**src/rtl/cpsr_unit_if.sv**
```systemverilog
// Bundle of issue/writeback/MSR/exception controls and CPSR status outputs for cpsr_unit.
interface cpsr_unit_if;
  logic        issue_set_flags;
  logic        wb_flags_valid;
  logic [3:0]  wb_flags;
  logic [3:0]  wb_mask;
  logic        msr_valid;
  logic        msr_spsr;
  logic [3:0]  msr_field;
  logic [31:0] msr_data;
  logic        spsr_restore;
  logic        exc_valid;
  logic [4:0]  exc_mode;
  logic        flush;
  logic [31:0] cpsr;
  logic [31:0] spsr;
  logic        flags_ready;
  logic        issue_stall;

  modport master (
    output issue_set_flags, wb_flags_valid, wb_flags, wb_mask,
           msr_valid, msr_spsr, msr_field, msr_data,
           spsr_restore, exc_valid, exc_mode, flush,
    input  cpsr, spsr, flags_ready, issue_stall
  );

  modport slave (
    input  issue_set_flags, wb_flags_valid, wb_flags, wb_mask,
           msr_valid, msr_spsr, msr_field, msr_data,
           spsr_restore, exc_valid, exc_mode, flush,
    output cpsr, spsr, flags_ready, issue_stall
  );
endinterface

```
**src/rtl/cpsr_unit.sv**
```systemverilog
// Architectural CPSR/SPSR holder with flag writeback, MSR, exception entry/return,
// and an in-flight flag-writer counter driving flags_ready / issue_stall.
module cpsr_unit #(
  parameter int unsigned MAX_PENDING = 3,
  parameter logic [4:0]  RESET_MODE  = 5'b10011
) (
  input logic         clk,
  input logic         rst_n,
  cpsr_unit_if.slave  bus
);
  localparam int unsigned     PW    = $clog2(MAX_PENDING + 1);
  localparam logic [PW-1:0]   P_MAX = PW'(MAX_PENDING);
  localparam logic [31:0]     CPSR_RST = {24'b0, 1'b1, 1'b1, 1'b0, RESET_MODE};

  logic [31:0]   cpsr_q, cpsr_d;
  logic [31:0]   spsr_q, spsr_d;
  logic [PW-1:0] pending_q, pending_d;
  logic [31:0]   step;
  logic          inc, dec;

  // Each stage overwrites the previous one's result: writeback, MSR, restore, exception.
  always_comb begin
    step = cpsr_q;
    if (bus.wb_flags_valid) begin
      for (int unsigned i = 0; i < 4; i++)
        if (bus.wb_mask[i]) step[28+i] = bus.wb_flags[i];
    end
    if (bus.msr_valid && !bus.msr_spsr) begin
      for (int unsigned b = 0; b < 4; b++)
        if (bus.msr_field[b]) step[8*b +: 8] = bus.msr_data[8*b +: 8];
    end
    if (bus.spsr_restore) step = spsr_q;

    spsr_d = spsr_q;
    if (bus.msr_valid && bus.msr_spsr) begin
      for (int unsigned b = 0; b < 4; b++)
        if (bus.msr_field[b]) spsr_d[8*b +: 8] = bus.msr_data[8*b +: 8];
    end

    cpsr_d = step;
    if (bus.exc_valid) begin
      spsr_d      = step;
      cpsr_d[4:0] = bus.exc_mode;
      cpsr_d[7]   = 1'b1;
      cpsr_d[5]   = 1'b0;
    end
  end

  // A stalled issue does not count, so a concurrent writeback still decrements.
  always_comb begin
    inc       = bus.issue_set_flags && (pending_q != P_MAX);
    dec       = bus.wb_flags_valid;
    pending_d = pending_q;
    if (bus.flush || bus.exc_valid)
      pending_d = '0;
    else if (inc && !dec)
      pending_d = pending_q + 1'b1;
    else if (dec && !inc && (pending_q != '0))
      pending_d = pending_q - 1'b1;
  end

  always_ff @(posedge clk or negedge rst_n) begin
    if (!rst_n) begin
      cpsr_q    <= CPSR_RST;
      spsr_q    <= '0;
      pending_q <= '0;
    end else begin
      cpsr_q    <= cpsr_d;
      spsr_q    <= spsr_d;
      pending_q <= pending_d;
    end
  end

  assign bus.cpsr        = cpsr_q;
  assign bus.spsr        = spsr_q;
  assign bus.flags_ready = (pending_q == '0);
  assign bus.issue_stall = (pending_q == P_MAX);
endmodule

```
**src/flat_wrapper.sv**
```systemverilog
// flat-port wrapper written by rule: the top's interface ports become plain ports
module cpsr_unit_flat 
#(
  parameter int unsigned MAX_PENDING = 3,
  parameter logic [4:0]  RESET_MODE  = 5'b10011
)
  (clk, rst_n, bus_issue_set_flags, bus_wb_flags_valid, bus_wb_flags, bus_wb_mask, bus_msr_valid, bus_msr_spsr, bus_msr_field, bus_msr_data, bus_spsr_restore, bus_exc_valid, bus_exc_mode, bus_flush, bus_cpsr, bus_spsr, bus_flags_ready, bus_issue_stall);
  cpsr_unit_if bus_i ();
  input logic clk;
  input logic rst_n;
  input wire logic [$bits(bus_i.issue_set_flags)-1:0] bus_issue_set_flags;
  input wire logic [$bits(bus_i.wb_flags_valid)-1:0] bus_wb_flags_valid;
  input wire logic [$bits(bus_i.wb_flags)-1:0] bus_wb_flags;
  input wire logic [$bits(bus_i.wb_mask)-1:0] bus_wb_mask;
  input wire logic [$bits(bus_i.msr_valid)-1:0] bus_msr_valid;
  input wire logic [$bits(bus_i.msr_spsr)-1:0] bus_msr_spsr;
  input wire logic [$bits(bus_i.msr_field)-1:0] bus_msr_field;
  input wire logic [$bits(bus_i.msr_data)-1:0] bus_msr_data;
  input wire logic [$bits(bus_i.spsr_restore)-1:0] bus_spsr_restore;
  input wire logic [$bits(bus_i.exc_valid)-1:0] bus_exc_valid;
  input wire logic [$bits(bus_i.exc_mode)-1:0] bus_exc_mode;
  input wire logic [$bits(bus_i.flush)-1:0] bus_flush;
  output wire logic [$bits(bus_i.cpsr)-1:0] bus_cpsr;
  output wire logic [$bits(bus_i.spsr)-1:0] bus_spsr;
  output wire logic [$bits(bus_i.flags_ready)-1:0] bus_flags_ready;
  output wire logic [$bits(bus_i.issue_stall)-1:0] bus_issue_stall;
  assign bus_i.issue_set_flags = bus_issue_set_flags;
  assign bus_i.wb_flags_valid = bus_wb_flags_valid;
  assign bus_i.wb_flags = bus_wb_flags;
  assign bus_i.wb_mask = bus_wb_mask;
  assign bus_i.msr_valid = bus_msr_valid;
  assign bus_i.msr_spsr = bus_msr_spsr;
  assign bus_i.msr_field = bus_msr_field;
  assign bus_i.msr_data = bus_msr_data;
  assign bus_i.spsr_restore = bus_spsr_restore;
  assign bus_i.exc_valid = bus_exc_valid;
  assign bus_i.exc_mode = bus_exc_mode;
  assign bus_i.flush = bus_flush;
  assign bus_cpsr = bus_i.cpsr;
  assign bus_spsr = bus_i.spsr;
  assign bus_flags_ready = bus_i.flags_ready;
  assign bus_issue_stall = bus_i.issue_stall;
  cpsr_unit #(.MAX_PENDING(MAX_PENDING), .RESET_MODE(RESET_MODE)) u_core (.clk(clk), .rst_n(rst_n), .bus(bus_i));
endmodule
```
**config.mk**
```make
export PLATFORM = sky130hd
export DESIGN_NAME = cpsr_unit_flat
export DESIGN_NICKNAME = d
export VERILOG_FILES = /design/src/rtl/cpsr_unit_if.sv /design/src/rtl/cpsr_unit.sv /design/src/flat_wrapper.sv
export SDC_FILE = /design/constraint.sdc
export NUM_CORES = 1
export LEC_CHECK = 0
export BUFFER_PORTS_ARGS = -buffer_cell sky130_fd_sc_hd__buf_2
export CAP_MARGIN = 5
export CORE_UTILIZATION = 52
export CTS_BUF_LIST = sky130_fd_sc_hd__clkbuf_8
export CTS_CLUSTER_DIAMETER = 30
export DETAILED_ROUTE_END_ITERATION = 7
export GPL_TIMING_DRIVEN = 0
export PLACE_DENSITY = 0.82
export SLEW_MARGIN = 30
export SYNTH_ARGS = -nofsm -noshare
export SYNTH_HDL_FRONTEND = slang
export SYNTH_SLANG_ARGS = --single-unit
```
**constraint.sdc**
```tcl
create_clock -name clk -period 1.3 [get_ports clk]
set_input_delay 0.195 -clock clk [delete_from_list [all_inputs] [get_ports clk]]
set_output_delay 0.195 -clock clk [all_outputs]
set_load 0.005 [all_outputs]
```
# --- Yosys cells after proc, flatten, opt, wreduce, memory -nomap -nowiden ---
# Index checks and enable logic that the tools add are counted.
totals:
  out_inout_bits: 66
  register_bits: 66
  inputBits: 58
classes:
  addsub: 2
  n_eq_ne: 2
  n_mux: 22
  reduce_logical: 22
ops:
  columns: ["cell", "n"]
  rows:
  - ["two-way mux 32 bit", 4]
  - ["two-way mux 8 bit", 8]
  - ["nonzero test 2 bit", 6]
  - ["AND reduction 2 bit", 4]
  - ["logical AND 1 bit", 6]
  - ["two-way mux 2 bit", 3]
  - ["two-way mux 6 bit", 1]
  - ["two-way mux 1 bit", 5]
  - ["two-way mux 4 bit", 1]
  - ["logical NOT 1 bit", 3]
  - ["nonzero test 3 bit", 1]
  - ["adder 2 x 1 -> 2 bit, second input constant", 1]
  - ["== test 2 bit, second input constant", 1]
  - ["logical NOT 2 bit", 1]
  - ["inequality test 2 bit, second input constant", 1]
  - ["subtractor 2 x 1 -> 2 bit, second input constant", 1]
  - ["logical OR 1 bit", 1]

# --- Depth between registers and ports, before layout ---
depth:
  word_depth: 8
  mapped_depth: 5

# --- Worst setup path before layout ---
# OpenSTA, ideal clock, no wires.
synth_path:
  path_kind: "in2reg"
  startpoint: "input port bus_msr_field[0]"
  endpoint: "register u_core.spsr_q[6] (netlist: u_core.bus.spsr[6])"
  setup_slack_ns: 0.075
  cell_stages: 4
  required_ns: 1.174
  arrival_time_ns: 1.099
  n_path_buf: 1
  cell_sequence: "buf_2 -> nand3b_4 -> mux2_4 -> a221o_1"
synth_via:
  elab_chain_len: 4
synth_rtl:
  columns: ["element", "line", "text"]
  rows:
  - ["start: declaration", "flat_wrapper.sv:17", "input wire logic [$bits(bus_i.msr_field)-1:0] bus_msr_field;"]
  - ["two-way mux 8 bit", "cpsr_unit.sv:30", "if (bus.msr_field[b]) step[8*b +: 8] = bus.msr_data[8*b +: 8];"]
  - ["two-way mux 32 bit", "cpsr_unit.sv:28", "if (bus.msr_valid && !bus.msr_spsr) begin"]
  - ["two-way mux 32 bit", "cpsr_unit.sv:32", "if (bus.spsr_restore) step = spsr_q;"]
  - ["two-way mux 32 bit", "cpsr_unit.sv:41", "if (bus.exc_valid) begin"]
  - ["end signal: assignment", "cpsr_unit.sv:69", "spsr_q <= spsr_d;"]
  - ["end: declaration", "cpsr_unit.sv:16", "logic [31:0] spsr_q, spsr_d;"]
# Several ways; a longest one is shown, not always the timed one.
# A chain may end at the register's enable or synchronous reset.

# --- Worst setup path after layout ---
layout_path:
  startpoint: "register u_core.pending_q[0]"
  endpoint: "output port bus_issue_stall"
layout_via:
  elab_chain_len: 1
layout_rtl:
  columns: ["element", "line", "text"]
  rows:
  - ["start: declaration", "cpsr_unit.sv:17", "logic [PW-1:0] pending_q, pending_d;"]
  - ["start signal: assignment", "cpsr_unit.sv:70", "pending_q <= pending_d;"]
  - ["== test 2 bit", "cpsr_unit.sv:77", "assign bus.issue_stall = (pending_q == P_MAX);"]
  - ["end: declaration", "flat_wrapper.sv:26", "output wire logic [$bits(bus_i.issue_stall)-1:0] bus_issue_stall;"]
# Every way passes these cells.

==> flow_summary_export.csv <==
group,metric,value,unit
synthesis,synth_largest_area_cell,"dfrtp_1",
floorplanning,die_y,84.4,um
sta,slew_viol_final,0,
sta,fmax,811,MHz
synthesis,ys.flop_type,"dfrtp_1",
synthesis,synth.most_common_cell,"dfrtp_1",
clock_tree,cts-htree-levels,3,
sta,worst_slew_pin_slew,0.547,ns
place,dpl.hpwl,6880,um
place,gp_congestion,0.774,
global_route,grt-ovfl-total,0,
pwr,pwr-share-seq,0.442,
sta,fin_skew,0.00645,ns
sta,grt_setup_unrepaired,"false",
sta,period_share,0.948,
clock_tree,path_clk_slew,0.08,ns
routing,routed_wl,9810,um
run,drv_cap,0,
global_route,grt_pass1_vias,3364,
synthesis,syn-cell-area,3530,um2
place,port_buffers,120,
layout,drive_gt1_frac,0.365,
critical_path,cp.buffers_inverters,1,
routing,final_antenna_net_count,0,
floorplanning,fp-row-count,29,
synthesis,synth_common_cells,"61 x dfrtp_1, 52 x mux2i_1, 33 x nor2_1",
min_path,hp-class,"in -> reg",
synthesis,synthArstFlopShare,1.00,
place,pre_cts_slack,-0.271,ns
floorplanning,die-area,7130,um2
clock_tree,cts_tree,"built",
critical_path,cp_data_arrival_time,1.04,ns
pwr,p_leak,2.32,nW
sta,setup_slack,0.0675,ns
routing,first_pass_iters,7,
synthesis,synth-edff-count,0,
sta,final_hold_viol_count,0,
pwr,pwr-share-comb,0.232,
pwr,clkPwrFrac,0.326,
layout,final_cells,554,
critical_path,crit_fanout,5,
pwr,p_int,0.00423,W
layout,layout-area-overhead-vs-synth,27.5,%
global_route,grt_max_degree,39,
clock_tree,cts_root_buffer,"clkbuf_8",
routing,routedWlPerCell,17.7,um
clock_tree,cts.sinks,66,
critical_path,critPathSlowestCell,"dfrtp_1",
sta,slew_headroom,0.636,
critical_path,endpoint_kind,"primary output",
outcome,violations,"DRC",
global_route,antenna_found_initial,0,
critical_path,cp_data_required_time,1.11,ns
layout,final_nets,530,
synthesis,ys_ff_latch,66,
clock_tree,cts_setup_buffers,0,
critical_path,crit_chain,"and2_1 -> buf_2",
synthesis,syn_area_per_cell,10.4,um2
layout,antenna_cells,0,
critical_path,cpLargestDelayFamily,"flip-flops",
routing,vias,3327,
synthesis,post_synth_num_cell_types,47,
routing,routed_via_density,6.01,
routing,drtIter0Drc,265,
floorplanning,die_width,84.4,um
outcome,status,"complete, but fails checks",
critical_path,critPathLaunchType,"register",
synthesis,synth.top_cells.by_area,"dfrtp_1 43%, mux2i_1 15%, o221ai_1 5.0%",
clock_tree,clockBufferDepth,2,
place,dp_cells,537,
critical_path,slowest_delay,0.42,ns
floorplanning,floorplan.initialDensity,0.547,
pwr,power.switching,0.00182,W
synthesis,synth_cells,339,
synthesis,synth_top_area_share,0.432,
sta,setup_viol,0,
global_route,grt_pass1_wl,16000,um
sta,min_period,1.23,ns
floorplanning,io_pins,124,
synthesis,syn_nets,397,
floorplanning,core_region_area,6460,um2
global_route,grt_usage,0.288,
critical_path,crit_type,"reg -> out",
synthesis,seq_area_frac_synth,0.469,
synthesis,yosysWarnings,0,
routing,drcViolationCount,9,
pwr,switching_share,0.301,
clock_tree,cts_made_buffers,9,
pwr,vdd.ir_drop.worst,0.897,mV
pwr,power_density,1340,nW/um2
clock_tree,clock_latency,0.35,ns
-- path summary, 6_finish.rpt --
| path | start | endpoint | slack, ns | cells after the start |
|---|---|---|---|---|
| worst max-delay path | u_core.pending_q[0] | bus_issue_stall | 0.07 | 2 |
| worst min-delay path | bus_exc_mode[2] | u_core.bus.cpsr[2] | 0.05 | 3 |
| worst max register to register | u_core.pending_q[0] | u_core.pending_q[0] | 0.09 | 3 |
| worst min register to register | u_core.bus.spsr[28] | u_core.bus.cpsr[28] | 0.54 | 2 |
| max in group asynchronous | rst_n | u_core.bus.cpsr[6] | 0.38 | 3 |
| min in group asynchronous | rst_n | u_core.bus.spsr[4] | 0.32 | 2 |
-- sequential cells by signal, summed over array words and instances, names as in the netlist --
| register | cells |
|---|---|
| u_core.bus.cpsr | 32 |
| u_core.bus.spsr | 32 |
| u_core.pending_q | 2 |
-- worst min-delay path, stage by stage --
cell and delay [ns]:
buf_2 0.07, nand2_1 0.04, o31ai_1 0.05
-- cells in the final DEF, fill, tap and decap left out, drive strengths merged, types with 7 or more instances in the layout --
master | synthesis | layout
o22ai | 7 | 7
a21oi | 22 | 22
o31ai | 9 | 9
clkbuf | 15 | 25
dfrtp | 61 | 61
buf | 11 | 132
o221ai | 20 | 20
nand2 | 31 | 31
mux2i | 52 | 52
nor2 | 33 | 33
o21ai | 11 | 11
-- kinds of logic (layout without fill, tap and decap cells) --
logic type / count (synthesis) / count (layout) / share of synthesized area
simple gates: 100 / 100 / 0.158
compound gates: 90 / 90 / 0.179
flops: 66 / 66 / 0.469
mux: 54 / 54 / 0.155
buf+inv: 29 / 167 / 0.0393
-- power groups by stage --
stage                     Combinational, W  Clock (W)  Sequential, W
after floorplan                   0.000706          0        0.00270
final                              0.00140    0.00197        0.00267
after global placement             0.00134          0        0.00268
after global routing               0.00156    0.00208        0.00272
after CTS                          0.00140    0.00200        0.00267
after detailed placement           0.00140          0        0.00270
-- final cells by class --
class	instances	area (um2)
fill	515	1950
multi-input combinational	244	1750
sequential	66	1660
timing repair buffer	122	633
clock buffer	10	138
buffer	26	129
tap	77	96.3
clock inverter	6	88.8
inverter	3	11.3
-- what timing repair did --
item,in CTS,in global routing
setup endpoints to repair,0,4
endpoints found under the hold margin,26,0
gates resized for setup,0,4
hold buffers,1,0
-- per-stage QoR --
step / hold WS, ns / total power (W) / cell area (um2) / util / TNS (ns)
after floorplan: -0.101 / 0.00341 / 3530 / - / 0
after global placement: 0.377 / 0.00402 / 4230 / 0.655 / -22.53
after detailed placement: 0.148 / 0.00410 / 4250 / 0.659 / -9.37
after CTS: 0.00938 / 0.00607 / 4490 / 0.695 / 0
after global routing: 0.0499 / 0.00636 / 4510 / 0.698 / 0
final: 0.0494 / 0.00605 / 4510 / 0.698 / 0
-- metal layers --
| layer | vias to the layer above | part of all wire | track usage |
|---|---|---|---|
| met2 | 125 | 0.48 | 0.473 |
| li1 | 1542 | - | - |
| met1 | 1644 | 0.42 | 0.372 |
| met3 | 16 | 0.075 | 0.0629 |
| met4 | 0 | 0.018 | 0.117 |
| met5 | - | 0 | 0 |
(Power assumes the default switching activity.)
